==> src/rtl/field_reader_if.sv <==
// Request/response bus for field_reader: valid/ready request carrying a field
// position, length and tag, and a valid/ready response carrying the extracted field.
interface field_reader_if #(
    parameter int WIDTH = 16
);
    localparam int LSB_W = $clog2(WIDTH);

    logic             req_valid;
    logic             req_ready;
    logic [LSB_W-1:0] req_lsb;
    logic [LSB_W:0]   req_len;
    logic [3:0]       req_tag;
    logic             rsp_valid;
    logic             rsp_ready;
    logic [WIDTH-1:0] rsp_data;
    logic [3:0]       rsp_tag;
    logic             rsp_err;
    logic [7:0]       rsp_count;

    modport master (
        output req_valid, req_lsb, req_len, req_tag, rsp_ready,
        input  req_ready, rsp_valid, rsp_data, rsp_tag, rsp_err, rsp_count
    );

    modport slave (
        input  req_valid, req_lsb, req_len, req_tag, rsp_ready,
        output req_ready, rsp_valid, rsp_data, rsp_tag, rsp_err, rsp_count
    );
endinterface

==> src/rtl/field_reader.sv <==
// Pipelined right-aligned bit-field read of a WIDTH-bit source with tag return and
// output backpressure. Define FIELD_READER_SNAPSHOT_EN to read from a snap-loaded copy.
module field_reader #(
    parameter int WIDTH   = 16,
    parameter int LATENCY = 2
) (
    input  logic             clock,
    input  logic             reset,
    input  logic [WIDTH-1:0] src_word,
    input  logic             snap,
    field_reader_if.slave    bus
);
    localparam int LSB_W = $clog2(WIDTH);
    localparam int LEN_W = LSB_W + 1;

    logic [WIDTH-1:0] src;

`ifdef FIELD_READER_SNAPSHOT_EN
    logic [WIDTH-1:0] snap_q, snap_d;

    always_comb begin
        snap_d = snap ? src_word : snap_q;
    end

    always_ff @(posedge clock) begin
        if (reset) snap_q <= '0;
        else       snap_q <= snap_d;
    end

    // Acceptance reads the pre-edge snapshot, so a same-edge snap is not seen.
    assign src = snap_q;
`else
    logic snap_unused;
    assign snap_unused = snap;
    assign src         = src_word;
`endif

    logic             len_bad;
    logic [WIDTH-1:0] mask;
    logic [WIDTH-1:0] field;

    // A shift by WIDTH yields zero, so len == WIDTH gives an all-ones mask.
    always_comb begin
        len_bad = (bus.req_len == '0) || (bus.req_len > LEN_W'(WIDTH));
        mask    = ~({WIDTH{1'b1}} << bus.req_len);
        field   = len_bad ? '0 : ((src >> bus.req_lsb) & mask);
    end

    logic [LATENCY-1:0]            vld_pipe_q, vld_pipe_d;
    logic [LATENCY-1:0][WIDTH-1:0] data_pipe_q, data_pipe_d;
    logic [LATENCY-1:0][3:0]       tag_pipe_q, tag_pipe_d;
    logic [LATENCY-1:0]            err_pipe_q, err_pipe_d;
    logic [7:0]                    rsp_count_q, rsp_count_d;
    logic                          stall;

    always_comb begin
        stall       = vld_pipe_q[LATENCY-1] && !bus.rsp_ready;
        vld_pipe_d  = vld_pipe_q;
        data_pipe_d = data_pipe_q;
        tag_pipe_d  = tag_pipe_q;
        err_pipe_d  = err_pipe_q;
        // Whole pipe moves in lockstep; bubbles travel with it.
        if (!stall) begin
            vld_pipe_d[0]  = bus.req_valid;
            data_pipe_d[0] = field;
            tag_pipe_d[0]  = bus.req_tag;
            err_pipe_d[0]  = len_bad;
            for (int i = 1; i < LATENCY; i++) begin
                vld_pipe_d[i]  = vld_pipe_q[i-1];
                data_pipe_d[i] = data_pipe_q[i-1];
                tag_pipe_d[i]  = tag_pipe_q[i-1];
                err_pipe_d[i]  = err_pipe_q[i-1];
            end
        end
        rsp_count_d = rsp_count_q + {7'd0, vld_pipe_q[LATENCY-1] && bus.rsp_ready};
    end

    always_ff @(posedge clock) begin
        if (reset) begin
            vld_pipe_q  <= '0;
            data_pipe_q <= '0;
            tag_pipe_q  <= '0;
            err_pipe_q  <= '0;
            rsp_count_q <= '0;
        end else begin
            vld_pipe_q  <= vld_pipe_d;
            data_pipe_q <= data_pipe_d;
            tag_pipe_q  <= tag_pipe_d;
            err_pipe_q  <= err_pipe_d;
            rsp_count_q <= rsp_count_d;
        end
    end

    assign bus.req_ready = !stall;
    assign bus.rsp_valid = vld_pipe_q[LATENCY-1];
    assign bus.rsp_data  = data_pipe_q[LATENCY-1];
    assign bus.rsp_tag   = tag_pipe_q[LATENCY-1];
    assign bus.rsp_err   = err_pipe_q[LATENCY-1];
    assign bus.rsp_count = rsp_count_q;
endmodule

==> src/flat_wrapper.sv <==
// flat-port wrapper written by rule: the top's interface ports become plain ports
module field_reader_flat 
#(
    parameter int WIDTH   = 16,
    parameter int LATENCY = 2
)
  (clock, reset, src_word, snap, bus_req_valid, bus_req_lsb, bus_req_len, bus_req_tag, bus_rsp_ready, bus_req_ready, bus_rsp_valid, bus_rsp_data, bus_rsp_tag, bus_rsp_err, bus_rsp_count);
  field_reader_if #(.WIDTH(WIDTH)) bus_i ();
  input  logic clock;
  input  logic reset;
  input  logic [WIDTH-1:0] src_word;
  input  logic snap;
  input wire logic [$bits(bus_i.req_valid)-1:0] bus_req_valid;
  input wire logic [$bits(bus_i.req_lsb)-1:0] bus_req_lsb;
  input wire logic [$bits(bus_i.req_len)-1:0] bus_req_len;
  input wire logic [$bits(bus_i.req_tag)-1:0] bus_req_tag;
  input wire logic [$bits(bus_i.rsp_ready)-1:0] bus_rsp_ready;
  output wire logic [$bits(bus_i.req_ready)-1:0] bus_req_ready;
  output wire logic [$bits(bus_i.rsp_valid)-1:0] bus_rsp_valid;
  output wire logic [$bits(bus_i.rsp_data)-1:0] bus_rsp_data;
  output wire logic [$bits(bus_i.rsp_tag)-1:0] bus_rsp_tag;
  output wire logic [$bits(bus_i.rsp_err)-1:0] bus_rsp_err;
  output wire logic [$bits(bus_i.rsp_count)-1:0] bus_rsp_count;
  assign bus_i.req_valid = bus_req_valid;
  assign bus_i.req_lsb = bus_req_lsb;
  assign bus_i.req_len = bus_req_len;
  assign bus_i.req_tag = bus_req_tag;
  assign bus_i.rsp_ready = bus_rsp_ready;
  assign bus_req_ready = bus_i.req_ready;
  assign bus_rsp_valid = bus_i.rsp_valid;
  assign bus_rsp_data = bus_i.rsp_data;
  assign bus_rsp_tag = bus_i.rsp_tag;
  assign bus_rsp_err = bus_i.rsp_err;
  assign bus_rsp_count = bus_i.rsp_count;
  field_reader #(.WIDTH(WIDTH), .LATENCY(LATENCY)) u_core (.clock(clock), .reset(reset), .src_word(src_word), .snap(snap), .bus(bus_i));
endmodule
==> config.mk <==
export PLATFORM = sky130hd
export DESIGN_NAME = field_reader_flat
export DESIGN_NICKNAME = d
export VERILOG_FILES = /design/src/rtl/field_reader_if.sv /design/src/rtl/field_reader.sv /design/src/flat_wrapper.sv
export SDC_FILE = /design/constraint.sdc
export NUM_CORES = 1
export LEC_CHECK = 0
export CAP_MARGIN = 40
export CORE_AREA = 2 2 80 82
export DETAILED_ROUTE_END_ITERATION = 8
export DIE_AREA = 0 0 82 84
export PLACE_DENSITY = 0.79
export SYNTH_ARGS = -nofsm -noshare
export SYNTH_HDL_FRONTEND = slang
export SYNTH_SLANG_ARGS = --single-unit
==> constraint.sdc <==
create_clock -name clock -period 2.12 [get_ports clock]
set_input_delay 0.424 -clock clock [delete_from_list [all_inputs] [get_ports clock]]
set_output_delay 0.424 -clock clock [all_outputs]
set_load 0.02 [all_outputs]
## Word-level counts from Yosys, hierarchy flattened

Index checks and enable logic that the tools add are counted.

- Flip-flop bits (word level): 52
- Latch bits: 0
- Bits in writable memories: 0
- ROM bits: 0
- Logic and storage cells: 20
- Memories kept: 0

- Add/subtract/negate cells: 1
- Multipliers: 0
- Divide/modulo/power cells: 0
- Magnitude comparators: 1
- Equal/unequal tests: 0
- Shifts and indexed selects: 2
- Multiplexer cells: 1
- Bitwise logic cells: 2
- Reduce and logical (&&, ||, !) cells: 6

Operators with widths:

| kind | number |
|---|---|
| $and A16 B16 Y16 | 1 |
| $mux W16 | 1 |
| $not A16 Y16 | 1 |
| $shl A16 B5 Y16 const A | 1 |
| $shr A16 B4 Y16 | 1 |
| $add A8 B1 Y8 | 1 |
| $gt A5 B5 Y1 const B | 1 |
| $logic_not A5 Y1 | 1 |
| $logic_and A1 B1 Y1 | 2 |
| $logic_not A1 Y1 | 2 |
| $logic_or A1 B1 Y1 | 1 |

## Longest topological paths before layout

Gate-level depths: netlist (run 1).

- Depth after elaboration: 4
- Depth in mapped cells: 7

## Least setup slack after synthesis (run 1)

No wires, ideal clock.

- Path type: input port to flip-flop
- Start: input port bus_req_len[0]
- End: register u_core.data_pipe_q[5] (netlist bit)
- Library setup time: 0.103 ns
- Data arrival time: 1.549 ns
- Required time: 2.017 ns
- Setup slack: 0.468 ns
- Stages on the path: 5
- Cells stage by stage: buf_2 or4_4 mux2i_4 nor2_2 a2111oi_2

- Cells in the longest elaborated chain, start to end: 4
- Elaborated cells between the ends (all ways): 7
- Classes of those cells: 1 x order compare; 1 x shift; 1 x mux; 2 x bitwise; 2 x reduce/logical

Ends and longest elaborated chain:

| item | line | RTL |
|---|---|---|
| from (decl) | flat_wrapper.sv:15 | `input wire logic [$bits(bus_i.req_len)-1:0] bus_req_len;` |
| $shl A16 B5 Y16 | field_reader.sv:45 | `mask = ~({WIDTH{1'b1}} << bus.req_len);` |
| $not A16 Y16 | field_reader.sv:45 |  |
| $and A16 B16 Y16 | field_reader.sv:46 | `field = len_bad ? '0 : ((src >> bus.req_lsb) & mask);` |
| $mux W16 * | field_reader.sv:46 |  |
| to (signal assigned) | field_reader.sv:87 | `data_pipe_q <= data_pipe_d;` |
| to (decl) | field_reader.sv:50 | `logic [LATENCY-1:0][WIDTH-1:0] data_pipe_q, data_pipe_d;` |

Mark *: on every way between the ends. The rest lies on a longest branch, timed or not.
A chain may end at the register's enable or synchronous reset.

## Final worst setup path (run 1)

- Start: input port bus_req_lsb[1]
- End: register u_core.data_pipe_q[8] (netlist bit)

- Cells in the longest elaborated chain, start to end: 3

Ends and longest elaborated chain:

| item | line | RTL |
|---|---|---|
| from (decl) | flat_wrapper.sv:14 | `input wire logic [$bits(bus_i.req_lsb)-1:0] bus_req_lsb;` |
| $shr A16 B4 Y16 | field_reader.sv:46 |  |
| $and A16 B16 Y16 | field_reader.sv:46 |  |
| $mux W16 | field_reader.sv:46 |  |

Every way passes these cells.

==> results of run 1 <==
[cell usage after synthesis, types with 3 or more instances]
library cell	count
o211ai_1	3
nand3b_1	3
nor2b_1	13
nand2_1	65
o31ai_1	5
a211oi_1	7
nor2_1	18
a32o_1	3
nand3_1	6
nand4_1	3
dfxtp_1	52
nor3_1	4
mux4_2	10
buf_2	6
a21oi_1	32
xnor2_1	3
mux2i_1	14
xor2_1	4
buf_6	4
clkbuf_1	14
buf_4	24
[power by group]
part	switching (mW)	internal [mW]
Clock	0.290	0.339
Combinational	0.213	0.244
Sequential	0.0165	1.01
[flip-flops by register name, indices dropped and copies added, names as in the netlist]
register and count:
u_core.bus.rsp_data 16, u_core.bus.rsp_count 8, u_core.data_pipe_q 16, u_core.err_pipe_q 2, u_core.bus.rsp_tag 4, u_core.vld_pipe_q 2, u_core.tag_pipe_q 4
[area by class of cell]
| type | count | area, um2 |
|---|---|---|
| sequential | 52 | 1041 |
| tap | 77 | 96.34 |
| multi-input combinational | 241 | 1634 |
| fill | 555 | 2227 |
| inverter | 1 | 3.754 |
| clock inverter | 1 | 30.03 |
| timing repair buffer | 110 | 994.7 |
| clock buffer | 5 | 68.82 |
[layer usage]
| metal | up-vias | global-route usage |
|---|---|---|
| li1 | 1330 | - |
| met3 | 6 | 0.02489 |
| met2 | 60 | 0.3525 |
| met4 | 0 | 0.06061 |
| met1 | 1234 | 0.2685 |
| met5 | - | 0 |
[logic make-up after synthesis]
logic type	share of synthesized area
and+or+nand+nor	0.2138
AOI/OAI and AO/OA	0.1589
DFF	0.3488
buffers and inverters	0.1044
muxes	0.1451
xor gates and xnor gates	0.02055
adders and majority gates	0.008384
[timing repair]
action,4_1_cts,5_1_grt
endpoints found under the setup margin,1,1
pin swaps,0,1
setup buffers,0,0
resized for setup,1,0
[worst max-delay path, stage by stage]
cell and delay (ns):
clkdlybuf4s50_1 0.51, buf_4 0.15, mux2_1 0.34, a222oi_1 0.36, buf_4 0.19, nor4b_1 0.06
a21o_1 0.17
[stage by stage]
stage | instance area (um2) | worst slack, ns | hold slack (ns) | std cells
after floorplan | 2984 | 0.4679 | 0.4249 | 342
after global placement | 3771 | -0.1706 | 0.4371 | 481
after detailed placement | 3771 | -0.1818 | 0.4407 | 481
after CTS | 3869 | 0.1283 | 0.4529 | 487
after global routing | 3869 | 0.002054 | 0.4662 | 487
final | 3869 | 0.1160 | 0.4511 | 487
[how the worst max path moves through the flow]
stage,start,end,depth (start not counted)
6_report,bus_req_lsb[1],u_core.data_pipe_q[8],7
2_1_floorplan,bus_req_len[0],u_core.data_pipe_q[5],5
4_1_cts,bus_req_lsb[1],u_core.data_pipe_q[8],7
3_5_place_dp,bus_req_lsb[1],u_core.data_pipe_q[8],7
3_3_place_gp,bus_req_lsb[1],u_core.data_pipe_q[8],7
5_1_grt,bus_req_lsb[1],u_core.data_pipe_q[8],7
==> metrics, run 1 <==
outcome finished, final reports clean; CTS H-tree depth 2; Max Clock Skew 0.006368 ns; # diodes 0; Longest Clk Path Bufs 2; die area 6888 um2; total negative slack 0 ns; fin util 0.6346; total clock buffers created by CTS 5; drt pass-1 iters 5; post-synth design cell area 2984 um2; CTS tree built; vias in the first global route 2,412; post-synth top area share 0.3488; worst slew pin tran 0.8170 ns; Syn Area/Cell 8.725 um2; Initial Util 0.4895; peak supply drop 0.2850 mV; Hold Crit Endpoint u_core.data_pipe_q[15]; proportion of layout cells with a drive suffix above 1 0.1829; drt wl/cell 14.12 um; remaining global-route overflow 0; most frequent cells in the layout nand2_1 (65), clkdlybuf4s50_1 (62), dfxtp_1 (52); Nets 447; Yosys warning count 0; critical setup path kind in -> reg; Die Y 84 um; RSZ-0062 raised after global routing false; reg2reg path depth 6; synthesized flop and latch total 52; Crit path required time 2.31 ns; Slew Limit Fails 0; metal2 WL 3566 um; Hold Vio Cnt, Final 0; Area Overhead vs Synth 29.64%; Peak Freq 499.0 MHz; Leak 1.446 nW; R2R setup slack 0.51 ns; HPWL after detailed placement 5421 um; worst hold-check path type reg -> reg; ys async rst share 0; max-cap violations 0; Synth area leader dfxtp_1; core area 6096 um2; commonest non-fill, non-tap cell in the layout nand2_1; first-pass GRT wire length 11,330 um; fin crit share 0.9453; largest net degree at the start of global routing 31; Design Power 2.109 mW; Power Dens Cells 545.1 nW/um2; Routed Antenna Nets 0; final WL 6876 um; via count 2,630; Gate Count Post-Synth 342; Vias/cell 5.400; endpoint type of the worst setup path flop; drt drc 0; Worst slew margin 0.4533; reg2reg end u_core.data_pipe_q[8]; Crit Path Max Fanout 5; hold_buf cts 0; met3 WL 211 um; initial antenna violation count 0; Die X 82 um; Post-synth EDFFs 0; Placer Congestion 0.8718; synth top area cells dfxtp_1 (35%), nand2_1 (8.2%), mux4_2 (7.5%), buf_4 (6.0%), a21oi_1 (5.4%); GRT Util Overall 0.2063; row count 29; worst r2r src u_core.vld_pipe_q[1]; Worst Hold Launch u_core.data_pipe_q[15]; hold path depth 2; Root Driver clkbuf_8; initial DRC count 93; arrival time worst endpoint 2.19 ns; Worst setup SP type input port; clk slew on worst S/H paths 0.08 ns; Cell variety after synth 59; Worst-Skew Late Latency 0.29 ns; Port Buffers 63; Seq/Total Area, Yosys 0.3488; Final setup viols 0; synthesized net count 378; I/O pins 65; M1 WL 3001 um; main flop type after synthesis dfxtp_1; clk sink count 52; Tmin final 2.004 ns; Top Layer Used met4
No activity file was read; power rests on OpenSTA's default activity.
==> run 2: changes to the inputs <==
--- a/config.mk
+++ b/config.mk
@@ -6,10 +6,12 @@
 export NUM_CORES = 1
 export LEC_CHECK = 0
 export CAP_MARGIN = 40
-export CORE_AREA = 2 2 80 82
+export CELL_PAD_IN_SITES_DETAIL_PLACEMENT = 0
+export CELL_PAD_IN_SITES_GLOBAL_PLACEMENT = 1
+export CORE_AREA = 2 2 92 94
 export DETAILED_ROUTE_END_ITERATION = 8
-export DIE_AREA = 0 0 82 84
-export PLACE_DENSITY = 0.79
+export DIE_AREA = 0 0 94 96
+export PLACE_DENSITY_LB_ADDON = 0.1
 export SYNTH_ARGS = -nofsm -noshare
 export SYNTH_HDL_FRONTEND = slang
 export SYNTH_SLANG_ARGS = --single-unit
==> constraint.sdc (replaced) <==
create_clock -name clock -period 2.1 [get_ports clock]
set_input_delay 0.42 -clock clock [delete_from_list [all_inputs] [get_ports clock]]
set_output_delay 0.42 -clock clock [all_outputs]
set_load 0.02 [all_outputs]
==> metrics, run 2 (same netlist as run 1, synthesis figures left out) <==
Longest Clk Path Bufs 2 (unchanged); core area 8051 um2 (+32%); Vias/cell 4.969 (-8.0%); Post-Place Worst Slack -0.1973 ns (-0.01549 ns); initial antenna violation count 0 (unchanged); initial DRC count 58 (-38%); fin crit share 0.9707; Nets 445 (-0.45%); Worst slew margin 0.6370 (+0.1837); Peak Freq 490.6 MHz; HPWL after detailed placement 5481 um (+1.1%); vias in the first global route 2,478 (+2.7%); hold_buf cts 0 (unchanged); final WL 6995 um (+1.7%); final instance area 3943 um2 (+1.9%); Root Driver clkbuf_8; commonest non-fill, non-tap cell in the layout nand2_1; Post-CTS Setup Bufs 0 (unchanged); Tmin final 2.038 ns; placed inst area 3816 um2 (+1.2%); # diodes 0 (unchanged); Worst-Skew Late Latency 0.30 ns (about the same); Die X 94 um (+15%); Finished Layout Cells 515 (+5.7%); endpoint type of the worst setup path output port; Leak 1.463 nW (+1.2%); CTS resizes 0 (-1); Final setup viols 0 (unchanged); Port Buffers 63 (unchanged); drt drc 0 (unchanged); Area Overhead vs Synth 32.12%; Worst setup SP type input port; Routed Antenna Nets 0 (unchanged); peak supply drop 0.2931 mV (+2.8%); die area 9024 um2 (+31%); most frequent cells in the layout nand2_1 (65), clkdlybuf4s50_1 (63), dfxtp_1 (52); drt wl/cell 13.58 um (-3.8%); Hold WS 0.4518 ns (+0.0006820 ns); Die Y 96 um (+14%); Slew Limit Fails 0 (unchanged); I/O pins 65 (unchanged); critical setup path kind in -> out; Hold Vio Cnt, Final 0 (unchanged); arrival time worst endpoint 1.62 ns (-0.57 ns); first-pass GRT wire length 11,640 um (+2.7%); clk sink count 52 (unchanged); Inst Count DP 507 (+5.4%); Crit Path Max Fanout 2 (-3); RSZ-0062 raised after global routing false; Max Clock Skew 0.01164 ns (+0.005269 ns); worst slew pin tran 0.5407 ns (-0.2763 ns); proportion of layout cells with a drive suffix above 1 0.1829 (unchanged); via count 2,559 (-2.7%); CTS tree built; max-cap violations 0 (unchanged); total clock buffers created by CTS 5 (unchanged); worst setup slack after layout 0.06162 ns (-0.05441 ns); row count 33 (+14%); worst hold-check path type reg -> reg; Crit path required time 1.68 ns (-0.63 ns); GRT Util Overall 0.1629 (-0.04346); clk slew on worst S/H paths 0.08 ns (about the same); largest net degree at the start of global routing 31 (unchanged); Initial Util 0.3706 (-0.1189); CTS H-tree depth 2 (unchanged); drt pass-1 iters 4 (-1); outcome finished, final reports clean; remaining global-route overflow 0 (unchanged); Power Dens Cells 566.3 nW/um2 (+3.9%); Placer Congestion 0.7833 (-10%)
run 2: cell count changes in the layout (fill, tap and decap cells not counted), sizes merged:
cell	delta
buf	-2
clkbuf	+2
clkdlybuf4s50	+1
dlygate4sd2	-1
run 2: path summary, 6_finish.rpt:
kind	startpoint	endpoint	slack, ns	cells after the start
max	bus_rsp_ready	bus_req_ready	0.06	4
min	u_core.tag_pipe_q[0]	u_core.tag_pipe_q[0]	0.45	2
max reg2reg	u_core.vld_pipe_q[1]	u_core.bus.rsp_data[7]	0.65	6
min reg2reg	u_core.tag_pipe_q[0]	u_core.tag_pipe_q[0]	0.45	2
run 2: layer usage:
layer  vias to the layer above  wire [um]  global-route usage
met4                         0        163             0.05676
met1                      1166       3344              0.2055
met2                        59       3208              0.2804
li1                       1323          -                   -
met5                         -          0                   0
met3                        11        278             0.02976
run 2: metrics by stage:
step                TNS [ns]  utilization  power (mW)
detailed placement    -1.574       0.4740       1.526
CTS                        0       0.4897       2.262
global placement      -1.330       0.4740       1.523
finish                     0       0.4897       2.233
global route               0       0.4897       2.346
floorplan                  0            -       1.320
run 2: layout make-up:
type	count	area, um2
timing repair buffer	108	1006
multi-input combinational	241	1634
clock inverter	1	30.03
tap	105	131.4
clock buffer	7	96.34
inverter	1	3.754
sequential	52	1041
fill	833	4109
run 2: worst max-delay path: stages:
cell	delay (ns)
clkdlybuf4s50_1	0.49
nor2b_2	0.07
inv_2	0.05
clkdlybuf4s50_1	0.59
run 2: power by group:
part / switching, mW / leakage (nW) / internal (mW)
combinational: 0.215 / 0.975 / 0.251
clock: 0.314 / 0.0645 / 0.421
sequential: 0.0154 / 0.423 / 1.02
total: 0.544 / 1.46 / 1.69
